`src/rtl/assoc_layer_controller.sv`:
```
// Associative-layer learning sequencer.
// Scans the association table for the (key,resp) pair captured with a start pulse. A matching
// entry is strengthened; otherwise the pair goes into the first free slot or, on a full table,
// replaces the weakest entry.
// Optional feature macro: ASSOC_STATS_EN adds saturating hit_count / replace_count outputs.
module assoc_layer_controller #(
  parameter int unsigned NODE_W      = 6,
  parameter int unsigned ASSOC_DEPTH = 16,
  parameter int unsigned ADDR_W      = $clog2(ASSOC_DEPTH),
  parameter int unsigned WEIGHT_W    = 8
) (
  input  logic                           clk,
  input  logic                           reset,
  input  logic                           assoc_learning_start,
  input  logic [NODE_W-1:0]              key_node,
  input  logic [NODE_W-1:0]              resp_node,
  output logic                           busy,
  output logic                           assoc_learning_done,
  output logic                           hit,
  output logic                           replaced,
  output logic [ADDR_W-1:0]              mem_addr,
  output logic                           mem_rd_en,
  output logic                           mem_wr_en,
  output logic [1+2*NODE_W+WEIGHT_W-1:0] mem_wdata,
  input  logic [1+2*NODE_W+WEIGHT_W-1:0] mem_rdata
`ifdef ASSOC_STATS_EN
  ,
  output logic [15:0]                    hit_count,
  output logic [15:0]                    replace_count
`endif
);

  typedef enum logic [2:0] {
    StIdle, StScanRd, StScanCmp, StDecide, StUpdate, StInsert, StReplace, StDone
  } state_e;

  state_e state_q, state_d;

  logic [ADDR_W-1:0]   cnt_q, free_addr_q, min_addr_q, match_addr_q;
  logic [NODE_W-1:0]   key_q, resp_q;
  logic [WEIGHT_W-1:0] min_w_q, match_w_q, upd_w;
  logic                free_found_q;

  // Table entry fields: {valid, key, resp, weight}
  logic                rd_valid;
  logic [NODE_W-1:0]   rd_key, rd_resp;
  logic [WEIGHT_W-1:0] rd_weight;
  logic                rd_match, scan_last;

  assign {rd_valid, rd_key, rd_resp, rd_weight} = mem_rdata;
  assign rd_match  = rd_valid && (rd_key == key_q) && (rd_resp == resp_q);
  assign scan_last = (cnt_q == ADDR_W'(ASSOC_DEPTH - 1));
  // Strengthening saturates instead of wrapping to zero
  assign upd_w     = (match_w_q == '1) ? match_w_q : match_w_q + WEIGHT_W'(1);

  // State register
  always_ff @(posedge clk) begin
    if (reset) state_q <= StIdle;
    else       state_q <= state_d;
  end

  // Next-state logic
  always_comb begin
    state_d = state_q;
    unique case (state_q)
      StIdle:    if (assoc_learning_start) state_d = StScanRd;
      StScanRd:  state_d = StScanCmp;
      StScanCmp: begin
        if (rd_match)       state_d = StUpdate;
        else if (scan_last) state_d = StDecide;
        else                state_d = StScanRd;
      end
      StDecide:  state_d = free_found_q ? StInsert : StReplace;
      StUpdate,
      StInsert,
      StReplace: state_d = StDone;
      StDone:    state_d = StIdle;
      default:   state_d = StIdle;
    endcase
  end

  // Outputs: RAM strobes, address and write data decoded from state
  always_comb begin
    busy                = (state_q != StIdle);
    assoc_learning_done = 1'b0;
    mem_rd_en           = 1'b0;
    mem_wr_en           = 1'b0;
    mem_addr            = '0;
    mem_wdata           = '0;
    unique case (state_q)
      StScanRd: begin
        mem_rd_en = 1'b1;
        mem_addr  = cnt_q;
      end
      StUpdate: begin
        mem_wr_en = 1'b1;
        mem_addr  = match_addr_q;
        mem_wdata = {1'b1, key_q, resp_q, upd_w};
      end
      StInsert: begin
        mem_wr_en = 1'b1;
        mem_addr  = free_addr_q;
        mem_wdata = {1'b1, key_q, resp_q, WEIGHT_W'(1)};
      end
      StReplace: begin
        mem_wr_en = 1'b1;
        mem_addr  = min_addr_q;
        mem_wdata = {1'b1, key_q, resp_q, WEIGHT_W'(1)};
      end
      StDone:  assoc_learning_done = 1'b1;
      default: ;
    endcase
  end

  // Datapath: capture request, track free/weakest slots during scan, latch result flags
  always_ff @(posedge clk) begin
    if (reset) begin
      cnt_q        <= '0;
      key_q        <= '0;
      resp_q       <= '0;
      free_found_q <= 1'b0;
      free_addr_q  <= '0;
      min_w_q      <= '0;
      min_addr_q   <= '0;
      match_addr_q <= '0;
      match_w_q    <= '0;
      hit          <= 1'b0;
      replaced     <= 1'b0;
    end else begin
      unique case (state_q)
        StIdle: begin
          if (assoc_learning_start) begin
            key_q        <= key_node;
            resp_q       <= resp_node;
            cnt_q        <= '0;
            free_found_q <= 1'b0;
            min_w_q      <= '1;
            min_addr_q   <= '0;
          end
        end
        StScanCmp: begin
          if (rd_match) begin
            match_addr_q <= cnt_q;
            match_w_q    <= rd_weight;
          end else begin
            if (!rd_valid && !free_found_q) begin
              free_addr_q  <= cnt_q;
              free_found_q <= 1'b1;
            end
            // Strict compare keeps the lowest index on ties
            if (rd_valid && (rd_weight < min_w_q)) begin
              min_w_q    <= rd_weight;
              min_addr_q <= cnt_q;
            end
            if (!scan_last) cnt_q <= cnt_q + ADDR_W'(1);
          end
        end
        StUpdate: begin
          hit      <= 1'b1;
          replaced <= 1'b0;
        end
        StInsert: begin
          hit      <= 1'b0;
          replaced <= 1'b0;
        end
        StReplace: begin
          hit      <= 1'b0;
          replaced <= 1'b1;
        end
        default: ;
      endcase
    end
  end

`ifdef ASSOC_STATS_EN
  // Saturating operation statistics, cleared only by reset
  always_ff @(posedge clk) begin
    if (reset) begin
      hit_count     <= '0;
      replace_count <= '0;
    end else begin
      if (state_q == StUpdate && hit_count != 16'hFFFF)      hit_count     <= hit_count + 16'd1;
      if (state_q == StReplace && replace_count != 16'hFFFF) replace_count <= replace_count + 16'd1;
    end
  end
`endif

endmodule

```
`config.mk`:
```
export PLATFORM = sky130hd
export DESIGN_NAME = assoc_layer_controller
export DESIGN_NICKNAME = d
export VERILOG_FILES = /design/src/rtl/assoc_layer_controller.sv
export SDC_FILE = /design/constraint.sdc
export NUM_CORES = 1
export LEC_CHECK = 0
export BUFFER_PORTS_ARGS = -buffer_cell sky130_fd_sc_hd__buf_2
export CAP_MARGIN = 10
export CORE_UTILIZATION = 48
export CTS_BUF_LIST = sky130_fd_sc_hd__clkbuf_16
export DETAILED_ROUTE_END_ITERATION = 10
export PLACE_DENSITY = 0.77
export SKIP_LAST_GASP = 1
export SYNTH_ARGS = -nofsm -noshare
export SYNTH_HDL_FRONTEND = slang
export SYNTH_SLANG_ARGS = --single-unit
export TNS_END_PERCENT = 1
```
`constraint.sdc`:
```
create_clock -name clk -period 3.3 [get_ports clk]
set_clock_uncertainty 0.2 [all_clocks]
set_input_delay 0.99 -clock clk [delete_from_list [all_inputs] [get_ports clk]]
set_output_delay 0.99 -clock clk [all_outputs]
set_load 0.02 [all_outputs]
```
== Word level (Yosys, flattened, before mapping) ==
Index checks and enable logic that the tools add are counted.

* Register bits after elaboration: 50
* Bits of input ports: 36
* Output and inout bits: 31
* Word-level logic and storage cells: 80

* Add/sub/neg operators: 2
* Order comparisons: 1
* Equality and inequality tests: 16
* Mux-type cells: 28
* Bitwise operators: 1
* Reductions and logical operators: 20

{| class="wikitable"
|+ Operators by type and width
! kind !! number
|-
| 21-bit case mux with 2 select lines || 1
|-
| 8-bit 2-to-1 mux || 4
|-
| 4-bit 2-to-1 mux || 5
|-
| 3-bit case mux with 6 select lines || 1
|-
| 4-bit case mux with 2 select lines || 2
|-
| 4-bit case mux with 4 select lines || 1
|-
| 8-bit case mux with 2 select lines || 1
|-
| 3-bit equality test (second input constant) || 4
|-
| 6-bit equality test || 2
|-
| 4-bit AND reduction || 3
|-
| 2-bit != test (second input constant) || 5
|-
| 8-bit by 1-bit adder with 8-bit output (second input constant) || 1
|-
| 8-bit equality test (second input constant) || 1
|-
| 8-bit less-than comparator || 1
|-
| 3-bit by 2-bit equality test with 1-bit output (second input constant) || 2
|-
| 1-bit 2-to-1 mux || 6
|-
| 3-bit 2-to-1 mux || 2
|-
| 1-bit case mux with 2 select lines || 3
|-
| 2-bit nonzero test || 3
|-
| 4-bit by 1-bit adder with 4-bit output (second input constant) || 1
|-
| 4-bit equality test (second input constant) || 1
|-
| 1-bit logical AND || 4
|-
| 2-bit 2-to-1 mux || 2
|-
| 2-bit AND reduction || 2
|-
| other kinds (8) || 10
|}

== Logic depth before layout (Yosys ltp) ==
Gate-level depths: netlist of run 1.

* Word-level depth: 5
* Gate-level depth with buffers: 7
* Mapped depth without buffers: 7

== Least setup slack after synthesis of run 1 ==
OpenSTA, ideal clock, no wires.

* Path type: input port to flip-flop
* From: in mem_rdata[11]
* To: reg match_addr_q[0]
* Library setup time: 0.072 ns
* Arrival: 2.604 ns
* Data required time: 3.028 ns
* Setup slack: 0.425 ns
* Cell stages on the path: 6
* Path buffers: 1
* Cells stage by stage: xor2_1 or4_1 nor4_1 and2b_1 buf_4 mux2i_1

* Longest elaborated chain between the ends: 3

{| class="wikitable"
|+ RTL lines
! item !! line !! source
|-
| from (decl) || 25 || <nowiki>input logic [1+2*NODE_W+WEIGHT_W-1:0] mem_rdata</nowiki>
|-
| 6-bit equality test || 51 || <nowiki>assign rd_match = rd_valid && (rd_key == key_q) && (rd_resp == resp_q);</nowiki>
|-
| 1-bit logical AND || 51 ||
|-
| 2-bit AND reduction (no line) || n/a ||
|-
| to (signal assigned) || 143 || <nowiki>match_addr_q <= cnt_q;</nowiki>
|-
| to (decl) || 39 || <nowiki>logic [ADDR_W-1:0] cnt_q, free_addr_q, min_addr_q, match_addr_q;</nowiki>
|}

No other way between the ends.
A chain may end at the register's enable or synchronous reset.

== Worst setup path in the final report of run 1 ==
* From: reg match_w_q[0]
* To: out mem_wdata[0]

* Longest elaborated chain between the ends: 3
* Elaborated cells on any way between the ends: 4
* Classes of those cells: 1 x add/sub; 1 x eq/ne; 2 x mux

{| class="wikitable"
|+ RTL lines
! item !! line !! source
|-
| from (decl) || 41 || <nowiki>logic [WEIGHT_W-1:0] min_w_q, match_w_q, upd_w;</nowiki>
|-
| from (signal assigned) || 144 || <nowiki>match_w_q <= rd_weight;</nowiki>
|-
| 8-bit by 1-bit adder with 8-bit output / 8-bit equality test (equally long branches) || 54 || <nowiki>assign upd_w = (match_w_q == '1) ? match_w_q : match_w_q + WEIGHT_W'(1);</nowiki>
|-
| 8-bit 2-to-1 mux * || 54 ||
|-
| 21-bit case mux with 2 select lines * || 90 || <nowiki>unique case (state_q)</nowiki>
|-
| to (decl) || 24 || <nowiki>output logic [1+2*NODE_W+WEIGHT_W-1:0] mem_wdata,</nowiki>
|}

Mark *: on every way between the ends. The rest lies on a longest branch, timed or not.

==> run summary, run 1 <==
fraction of layout cells with a size suffix above 1 -> 23.5%
PortBufs -> 66
Power Total -> 1.39 mW
die area -> 0.00615 sq mm
worst rel slew slack -> 61.5%
Filler cells -> 504
Crit path arrival time -> 1.96 ns
Worst R2R Setup Slack -> 0.53 ns
worst r2r src -> state_q[2]$_SDFFE_PP0N_
# Max-Cap Violations -> 0
Die Wd -> 78.4 um
largest net degree at the start of global routing -> 37
top cells by area, synth -> dfxtp_1, nand2_1, mux2i_1, xor2_1, ha_1
WS Path Type -> reg -> out
clk slew on worst S/H paths -> 0.07 ns
Skew-Pair Late Insertion Delay -> 0.29 ns
RSZ-0062 raised after global routing -> false
Initial Util -> 50.3%
Root Driver -> clkbuf_16
DR vias -> 2,641
number of DRC markers in iteration 0 -> 137
global placement routability congestion -> 0.800
Setup Viol. Count Final -> 0
overall routed net length -> 7060 um
crit-path max FO -> 5
min cycle time layout -> 3.15 ns
Final Cycle Share -> 95.4%
Hold Path Sink -> match_addr_q[2]$_SDFFE_PP0P_
FFs w/ async S/R, synth -> 0%
clk buf depth -> 2
CTS tree -> done
biggest area consumer among synthesized cells -> dfxtp_1
PostCTS Resize Cnt -> 0
Mapped Area -> 0.00280 sq mm
Pre-Repair DR Iteration Count -> 4
DR WL/cell -> 15.1 um
Hold WC Path Type -> reg -> reg
Lkg Pwr -> 1.48 nW
Max Transition Viols Final -> 0
first-pass GRT wire length -> 11,400 um
antenna violations before repair -> 0
critical path, cell by cell -> ha_1 > and3_1 > nand3_1 > xnor2_1 > a21oi_1 > buf_2
Ys Warns -> 0
Ports -> 67
Final Hold Fails -> 0
power per cell area -> 415 mW/mm^2
DRC Markers -> 0
Yosys reg bits -> 50
min-delay src -> match_addr_q[2]$_SDFFE_PP0P_
Core ar. -> 0.00557 sq mm
Worst IR Drop VDD -> 0.213 mV
sequential element share of the synthesized area -> 35.7%
hold_buf cts -> 0
num rows -> 27
synth unique cells -> 48
worst-case reg-to-reg path depth -> 6
Critical Path End Type -> output port
Total Routing Usage GR -> 23.3%
status -> complete, no violations
Critical Path Max Stage Delay -> 0.43 ns
worst slew pin tran -> 0.574 ns
Final nets -> 440
Fin Hold WS -> 0.264 ns
total gr overflow -> 0
ys flop type -> dfxtp_1
CP max stage cell -> dfxtp_1
number of vias per cell -> 5.64
Synth Instances -> 332
die extent in y -> 78.4 um
H-Tree Depth -> 2
Ant. Diodes -> 0
total clock sinks -> 50
Synth Net Count -> 377
synthesis-to-layout area growth -> 19.6%
Startpoint Class -> flop
dpl hpwl -> 5060 um
Fin Setup TNS -> 0 ns
post-synth top area share -> 35.7%
vias in the first global route -> 2,446
CTS buffer count -> 5
Post-DRT Antenna Nets -> 0
Post-synth EDFFs -> 0
syn_area_per_cell -> 8.44 sq um
r2r endpoint -> min_addr_q[2]$_SDFFE_PP0P_
worst hold path cell count -> 2
# Post-CTS Setup Buffers -> 0
Req. time, crit path -> 2.11 ns
Fmax achieved -> 0.318 GHz
==> cell usage after synthesis (4+ instances only) <==
cell type  count
a211oi_1       4
a21oi_1       21
a31oi_1        5
and3_1        14
clkbuf_1      14
dfxtp_1       50
ha_1           9
inv_1         14
mux2i_1       21
nand2_1       64
nand3_1        9
nor2_1        15
nor3_1         6
o21ai_0        5
o21ai_1        4
o221a_1        8
o311ai_1       4
o31ai_2        4
or3_1          5
xor2_1        13
==> area by class of cell <==
type	count	area (sq um)	area share (%)
Timing Repair Buffer	77	425	12.7
Inverter	14	52.6	1.57
Clock inverter	3	12.5	0.373
Multi-Input combinational cell	247	1640	49.1
Clock buffer	5	125	3.73
Tap cell	72	90.1	2.69
Sequential cell	50	1000	29.9
==> layer usage <==
layer	wire length [um]	track usage [%]	part of all wire, %	vias up
met5	0	0	0	-
met3	465	5.00	6.6	2
met2	3380	38.9	48	96
met1	3200	30.8	45	1227
met4	17	5.19	0.24	0
li1	-	-	-	1316
==> through the flow <==
| stage | instances | util, % | setup WS [ns] | cell area, sq um |
|---|---|---|---|---|
| 3_3_place_gp | 460 | 57.6 | 0.220 | 3210 |
| 5_1_grt | 468 | 60.1 | 0.0326 | 3350 |
| 6_report | 468 | 60.1 | 0.152 | 3350 |
| 2_1_floorplan | 332 | - | 0.425 | 2800 |
| 3_5_place_dp | 460 | 57.6 | 0.124 | 3210 |
| 4_1_cts | 468 | 60.1 | 0.134 | 3350 |
==> worst max-delay path, delay by kind of cell (launching register included) <==
family / cells / cell delay, ns
and+or+nand+nor: 2 / 0.47
DFF: 1 / 0.43
adders and majority gates: 1 / 0.21
xor gates and xnor gates: 1 / 0.19
buffers and inverters: 1 / 0.19
AOI/OAI and AO/OA: 1 / 0.18
==> cells in the final DEF, fill, tap and decap left out, drive strengths merged, types with 6 or more instances in the layout <==
master	instances
inv	15
mux2i	21
nand2	64
and3	14
or3	6
o21ai	9
dfxtp	50
ha	9
nand3	9
xor2	13
nor3	7
buf	77
a21oi	21
nor2	16
o221a	8
==> cells by family after synthesis <==
kind of cell | share of synthesized area [%]
xor+xnor | 4.69
compound gates | 18.4
fa+ha+maj | 4.02
simple gates | 24.1
flops | 35.7
buf+inv | 5.58
mux | 7.50
==> power by group <==
group | total (mW) | internal, mW | switching (mW)
combinational | 0.231 | 0.0930 | 0.138
clock | 0.502 | 0.275 | 0.227
sequential | 0.658 | 0.632 | 0.0261
==> registers in the layout (all words and copies together), names as in the netlist <==
signal / flops
match_w_q: 8
free_addr_q: 4
replaced: 1
key_q: 6
free_found_q: 1
state_q: 3
match_addr_q: 4
hit: 1
resp_q: 6
min_w_q: 8
min_addr_q: 4
cnt_q: 4
==> worst max path at each step <==
| stage | cells after the start | slack, ns | to | start |
|---|---|---|---|---|
| final | 6 | 0.15 | mem_wdata[0] | match_w_q[0]$_SDFFE_PP0P_ |
| after floorplan | 6 | 0.42 | match_addr_q[0]$_SDFFE_PP0P_ | mem_rdata[11] |
| after global placement | 7 | 0.22 | state_q[1]$_SDFFE_PP0N_ | mem_rdata[11] |
| after CTS | 6 | 0.13 | mem_wdata[0] | match_w_q[0]$_SDFFE_PP0P_ |
| after detailed placement | 7 | 0.12 | state_q[1]$_SDFFE_PP0N_ | mem_rdata[11] |
| after global routing | 7 | 0.03 | mem_wdata[5] | match_w_q[0]$_SDFFE_PP0P_ |
No activity file was read; power rests on OpenSTA's default activity.
==> inputs of run 2 (changes only) <==
--- a/config.mk
+++ b/config.mk
@@ -7,6 +7,7 @@
 export LEC_CHECK = 0
 export BUFFER_PORTS_ARGS = -buffer_cell sky130_fd_sc_hd__buf_2
 export CAP_MARGIN = 10
+export CORE_ASPECT_RATIO = 1.2
 export CORE_UTILIZATION = 48
 export CTS_BUF_LIST = sky130_fd_sc_hd__clkbuf_16
 export DETAILED_ROUTE_END_ITERATION = 10
==> run summary, run 2 (same netlist as run 1, synthesis figures left out) <==
Initial Util -> 49.8% (-0.50 points)
r2r endpoint -> min_addr_q[3]$_SDFFE_PP0P_
overall routed net length -> 6800 um (-3.7%)
Final nets -> 441 (+0.23%)
CTS tree -> done
CTS buffer count -> 5 (unchanged)
WL met3 -> 303 um (-35%)
Ant. Diodes -> 0 (unchanged)
commonest non-fill, non-tap cell in the layout -> buf_2
clk slew on worst S/H paths -> 0.07 ns (about the same)
die extent in y -> 85.7 um (+9.3%)
Worst IR Drop VDD -> 0.283 mV (+33%)
CP max stage cell -> dfxtp_1
Lkg Pwr -> 1.48 nW (+0.41%)
largest net degree at the start of global routing -> 29 (-22%)
critical path, cell by cell -> inv_1 > nor3_1 > nand2_1 > o21ai_0 > buf_2
PostCTS Resize Cnt -> 0 (unchanged)
Final Hold Fails -> 0 (unchanged)
Req. time, crit path -> 2.11 ns (about the same)
die area -> 0.00615 sq mm (about the same)
global placement routability congestion -> 0.848 (+6.0%)
total gr overflow -> 0 (unchanged)
DRC Markers -> 0 (unchanged)
Inst Count DP -> 453 (-1.5%)
Critical Path Max Stage Delay -> 0.63 ns (+0.20 ns)
top layer in use -> met4
dpl hpwl -> 5090 um (+0.55%)
power per cell area -> 411 mW/mm^2 (-0.97%)
worst slew pin tran -> 0.865 ns (+0.291 ns)
status -> complete, no violations
total clock sinks -> 50 (unchanged)
number of DRC markers in iteration 0 -> 122 (-11%)
Ports -> 67 (unchanged)
WS Path Type -> reg -> out
worst-case reg-to-reg path depth -> 5 (-1)
vias in the first global route -> 2,495 (+2.0%)
DR vias -> 2,633 (-0.30%)
Post-DRT Antenna Nets -> 0 (unchanged)
top flop regs -> match_w_q (8), min_w_q (8)
Final Cycle Share -> 95.9% (+0.49 points)
H-Tree Depth -> 2 (unchanged)
Total Routing Usage GR -> 22.8% (-0.47 points)
Critical Path End Type -> output port
count of non-filler cells in the finished layout -> 461 (-1.5%)
worst rel slew slack -> 42.3% (-19 points)
Setup Viol. Count Final -> 0 (unchanged)
PortBufs -> 66 (unchanged)
# Post-CTS Setup Buffers -> 0 (unchanged)
Startpoint Class -> flop
met2 routed wirelength -> 3360 um (-0.74%)
Crit path arrival time -> 1.97 ns (about the same)
first-pass GRT wire length -> 11,300 um (-1.2%)
fraction of layout cells with a size suffix above 1 -> 23.9% (+0.44 points)
M1 wire length -> 3010 um (-5.9%)
Skew-Pair Late Insertion Delay -> 0.29 ns (about the same)
Fmax achieved -> 0.316 GHz (-0.51%)
DR WL/cell -> 14.8 um (-2.3%)
hold_buf cts -> 0 (unchanged)
Core ar. -> 0.00563 sq mm (+1.0%)
Worst R2R Setup Slack -> 0.71 ns (+0.18 ns)
Fin Setup TNS -> 0 ns (unchanged)
Root Driver -> clkbuf_16
min cycle time layout -> 3.16 ns (+0.0163 ns)
Max Transition Viols Final -> 0 (unchanged)
Hold WC Path Type -> reg -> reg
Pre-Repair DR Iteration Count -> 4 (unchanged)
synthesis-to-layout area growth -> 19.7% (about the same)
antenna violations before repair -> 0 (unchanged)
crit-path max FO -> 12 (+7)
number of vias per cell -> 5.71 (+1.2%)
worst r2r src -> state_q[1]$_SDFFE_PP0N_
most frequent cells in the layout -> buf_2, nand2_1, dfxtp_1
num rows -> 30 (+11%)
critical path launch point -> state_q[0]$_SDFFE_PP0N_
# Max-Cap Violations -> 0 (unchanged)
RSZ-0062 raised after global routing -> false
Setup crit end -> mem_addr[2]
clk buf depth -> 2 (unchanged)
Die Wd -> 71.7 um (-8.5%)
[run 2: cell types whose count changed in the layout (fill, tap and decap cells not counted), sizes merged]
cell / previous run / this run
buf: 77 / 78
[run 2: how the worst min path moves through the flow]
stage | from | endpoint | slack (ns) | depth (start not counted)
final | hit$_SDFFE_PP0P_ | hit$_SDFFE_PP0P_ | 0.26 | 2
after floorplan | match_addr_q[0]$_SDFFE_PP0P_ | match_addr_q[0]$_SDFFE_PP0P_ | 0.23 | 2
after global routing | match_addr_q[1]$_SDFFE_PP0P_ | match_addr_q[1]$_SDFFE_PP0P_ | 0.30 | 2
after detailed placement | hit$_SDFFE_PP0P_ | hit$_SDFFE_PP0P_ | 0.26 | 2
after CTS | hit$_SDFFE_PP0P_ | hit$_SDFFE_PP0P_ | 0.27 | 2
after global placement | hit$_SDFFE_PP0P_ | hit$_SDFFE_PP0P_ | 0.24 | 2
[run 2: power by group]
part	total [mW]	internal [mW]	switching (mW)
Sequential	0.661	0.632	0.0286
Combinational	0.228	0.0935	0.134
Clock	0.491	0.274	0.216
[run 2: layer usage]
metal	GRT usage, %	up-vias
met2	40.5	80
met4	7.13	0
met1	27.9	1222
met5	0	-
met3	4.11	13
li1	-	1318
[run 2: cell type report]
class	count	area, sq um
fill	528	2280
multi-input combinational	247	1650
tap	64	80.1
clock inverter	3	12.5
clock buffer	5	125
sequential	50	1000
inverter	14	52.6
timing repair buffer	78	433
[run 2: through the flow]
| step | utilization, % | power, mW | hold WS, ns | worst slack, ns | cell area (sq um) |
|---|---|---|---|---|---|
| after global routing | 59.6 | 1.44 | 0.296 | 0.00896 | 3350 |
| after global placement | 57.0 | 0.895 | 0.241 | 0.244 | 3210 |
| after CTS | 59.5 | 1.39 | 0.268 | 0.163 | 3350 |
| after detailed placement | 57.0 | 0.902 | 0.258 | 0.210 | 3210 |
| final | 59.6 | 1.38 | 0.265 | 0.136 | 3350 |
| after floorplan | - | 0.825 | 0.234 | 0.425 | 2800 |
[run 2: worst max-delay path, delay by kind of cell (launching register included)]
kind	cells	cell delay, ns
compound gates	1	0.09
simple gates	2	0.53
flops	1	0.63
buf+inv	2	0.42
==> inputs of run 3 (changes only) <==
--- a/config.mk
+++ b/config.mk
@@ -11,9 +11,8 @@
 export CORE_UTILIZATION = 48
 export CTS_BUF_LIST = sky130_fd_sc_hd__clkbuf_16
 export DETAILED_ROUTE_END_ITERATION = 10
-export PLACE_DENSITY = 0.77
+export PLACE_DENSITY = 0.8
 export SKIP_LAST_GASP = 1
 export SYNTH_ARGS = -nofsm -noshare
 export SYNTH_HDL_FRONTEND = slang
 export SYNTH_SLANG_ARGS = --single-unit
-export TNS_END_PERCENT = 1
==> constraint.sdc (replaced) <==
create_clock -name clk -period 2.56 [get_ports clk]
set_clock_uncertainty 0.2 [all_clocks]
set_input_delay 0.768 -clock clk [delete_from_list [all_inputs] [get_ports clk]]
set_output_delay 0.768 -clock clk [all_outputs]
set_load 0.02 [all_outputs]
==> run summary, run 3 (same netlist as run 1, synthesis figures left out) <==
crit-path max FO -> 5 (-7)
status -> complete, but fails checks
clk slew on worst S/H paths -> 0.06 ns (about the same)
Lkg Pwr -> 1.59 nW (+7.4%)
DR vias -> 2,715 (+3.1%)
first-pass GRT wire length -> 12,100 um (+7.2%)
total gr overflow -> 0 (unchanged)
Root Driver -> clkbuf_16
commonest non-fill, non-tap cell in the layout -> nand2_1
Pre-Repair DR Iteration Count -> 4 (unchanged)
met1 usage -> 27.4% (-0.45 points)
power per cell area -> 508 mW/mm^2 (+23%)
RSZ-0062 raised after global routing -> true
antenna violations before repair -> 0 (unchanged)
Fmax achieved -> 0.388 GHz
dpl hpwl -> 5350 um (+5.1%)
Skew-Pair Late Insertion Delay -> 0.29 ns (about the same)
Initial Util -> 49.8% (unchanged)
CTS tree -> done
met2 global-route usage -> 46.3% (+5.8 points)
Final Cycle Share -> 101%
DR WL/cell -> 15.3 um (+3.7%)
Final Hold Fails -> 0 (unchanged)
DRC Markers -> 0 (unchanged)
Fin Setup TNS -> -0.0164 ns (-0.0164 ns)
Hold WC Path Type -> reg -> reg
Total Routing Usage GR -> 25.1% (+2.3 points)
Power Total -> 1.83 mW (+33%)
Req. time, crit path -> 1.59 ns (-0.52 ns)
Ports -> 67 (unchanged)
Final WS setup -> -0.0164 ns (-0.152 ns)
Die Wd -> 71.7 um (unchanged)
Area after DPL -> 0.00336 sq mm (+4.8%)
global placement routability congestion -> 0.860 (+1.4%)
worst slew pin tran -> 0.419 ns (-0.446 ns)
hold_buf cts -> 0 (unchanged)
synthesis-to-layout area growth -> 28.9%
# Max-Cap Violations -> 0 (unchanged)
Worst IR Drop VDD -> 0.391 mV (+38%)
vias in the first global route -> 2,718 (+8.9%)
grt met3 use -> 5.17% (+1.1 points)
Setup Viol. Count Final -> 1 (+1)
cell area after layout -> 0.00361 sq mm (+7.6%)
number of DRC markers in iteration 0 -> 136 (+11%)
CTS buffer count -> 5 (unchanged)
largest net degree at the start of global routing -> 39 (+34%)
PortBufs -> 66 (unchanged)
top flop regs -> match_w_q (8), min_w_q (8)
die extent in y -> 85.7 um (unchanged)
most frequent cells in the layout -> nand2_1, buf_2, dfxtp_1
Ant. Diodes -> 0 (unchanged)
WS Path Type -> reg -> out
Max Transition Viols Final -> 0 (unchanged)
Crit path arrival time -> 1.61 ns (-0.36 ns)
Filler cells -> 477 (-9.7%)
failing checks -> negative setup slack
Critical Path End Type -> output port
num rows -> 30 (unchanged)
clk buf depth -> 2 (unchanged)
worst rel slew slack -> 72.0% (+30 points)
die area -> 0.00615 sq mm (unchanged)
number of vias per cell -> 5.66 (-0.97%)
fraction of layout cells with a size suffix above 1 -> 31.5% (+7.6 points)
total clock sinks -> 50 (unchanged)
Startpoint Class -> flop
overall routed net length -> 7340 um (+7.9%)
H-Tree Depth -> 2 (unchanged)
Post-DRT Antenna Nets -> 0 (unchanged)
global route hottest layer -> met2
Core ar. -> 0.00563 sq mm (unchanged)
Final nets -> 460 (+4.3%)
min cycle time layout -> 2.58 ns
run 3: final cells by class:
cell class	count	area (sq um)	share of cell area, %
sequential	50	1010	28.0
clock buffer	5	125	3.47
multi-input combinational	247	1710	47.5
tap	64	80.1	2.22
inverter	14	52.6	1.46
timing repair buffer	97	612	16.9
clock inverter	3	16.3	0.451
run 3: critical path, stage by stage (launching register included):
cell     delay [ns]
dfxtp_2        0.34
ha_4           0.16
and3_4         0.19
nand3_4        0.11
nand4_1        0.11
xor2_1         0.17
nor2_1         0.10
buf_4          0.15
run 3: timing repair:
action                                  CTS  global route
setup buffers                             2             1
pin swaps                                 5             2
endpoints found under the setup margin   14            14
resized for setup                        15             9
run 3: worst paths after layout:
path,slack [ns],depth (start not counted),endpoint,start
worst max-delay path,-0.02,7,mem_wdata[3],match_w_q[1]$_SDFFE_PP0P_
worst max register to register,0.24,6,min_addr_q[2]$_SDFFE_PP0P_,state_q[2]$_SDFFE_PP0N_
worst min-delay path,0.26,2,hit$_SDFFE_PP0P_,hit$_SDFFE_PP0P_
worst min register to register,0.26,2,hit$_SDFFE_PP0P_,hit$_SDFFE_PP0P_
run 3: per-stage QoR:
stage | hold WS [ns] | util, % | setup slack, ns | instances
4_1_cts | 0.263 | 63.5 | -0.00577 | 479
3_5_place_dp | 0.254 | 59.7 | -0.226 | 469
3_3_place_gp | 0.244 | 59.7 | -0.160 | 469
5_1_grt | 0.289 | 64.1 | -0.114 | 480
6_report | 0.261 | 64.1 | -0.0164 | 480
2_1_floorplan | 0.234 | - | 0.00265 | 332
run 3: power breakdown:
part,internal [mW],switching (mW)
combinational,0.147,0.191
sequential,0.816,0.0338
clock,0.357,0.288
total,1.32,0.513
run 3: layer usage:
layer	routed length [um]	vias to the layer above
met5	0	-
met4	182	0
met3	307	15
met2	3880	83
met1	2970	1263
li1	-	1354
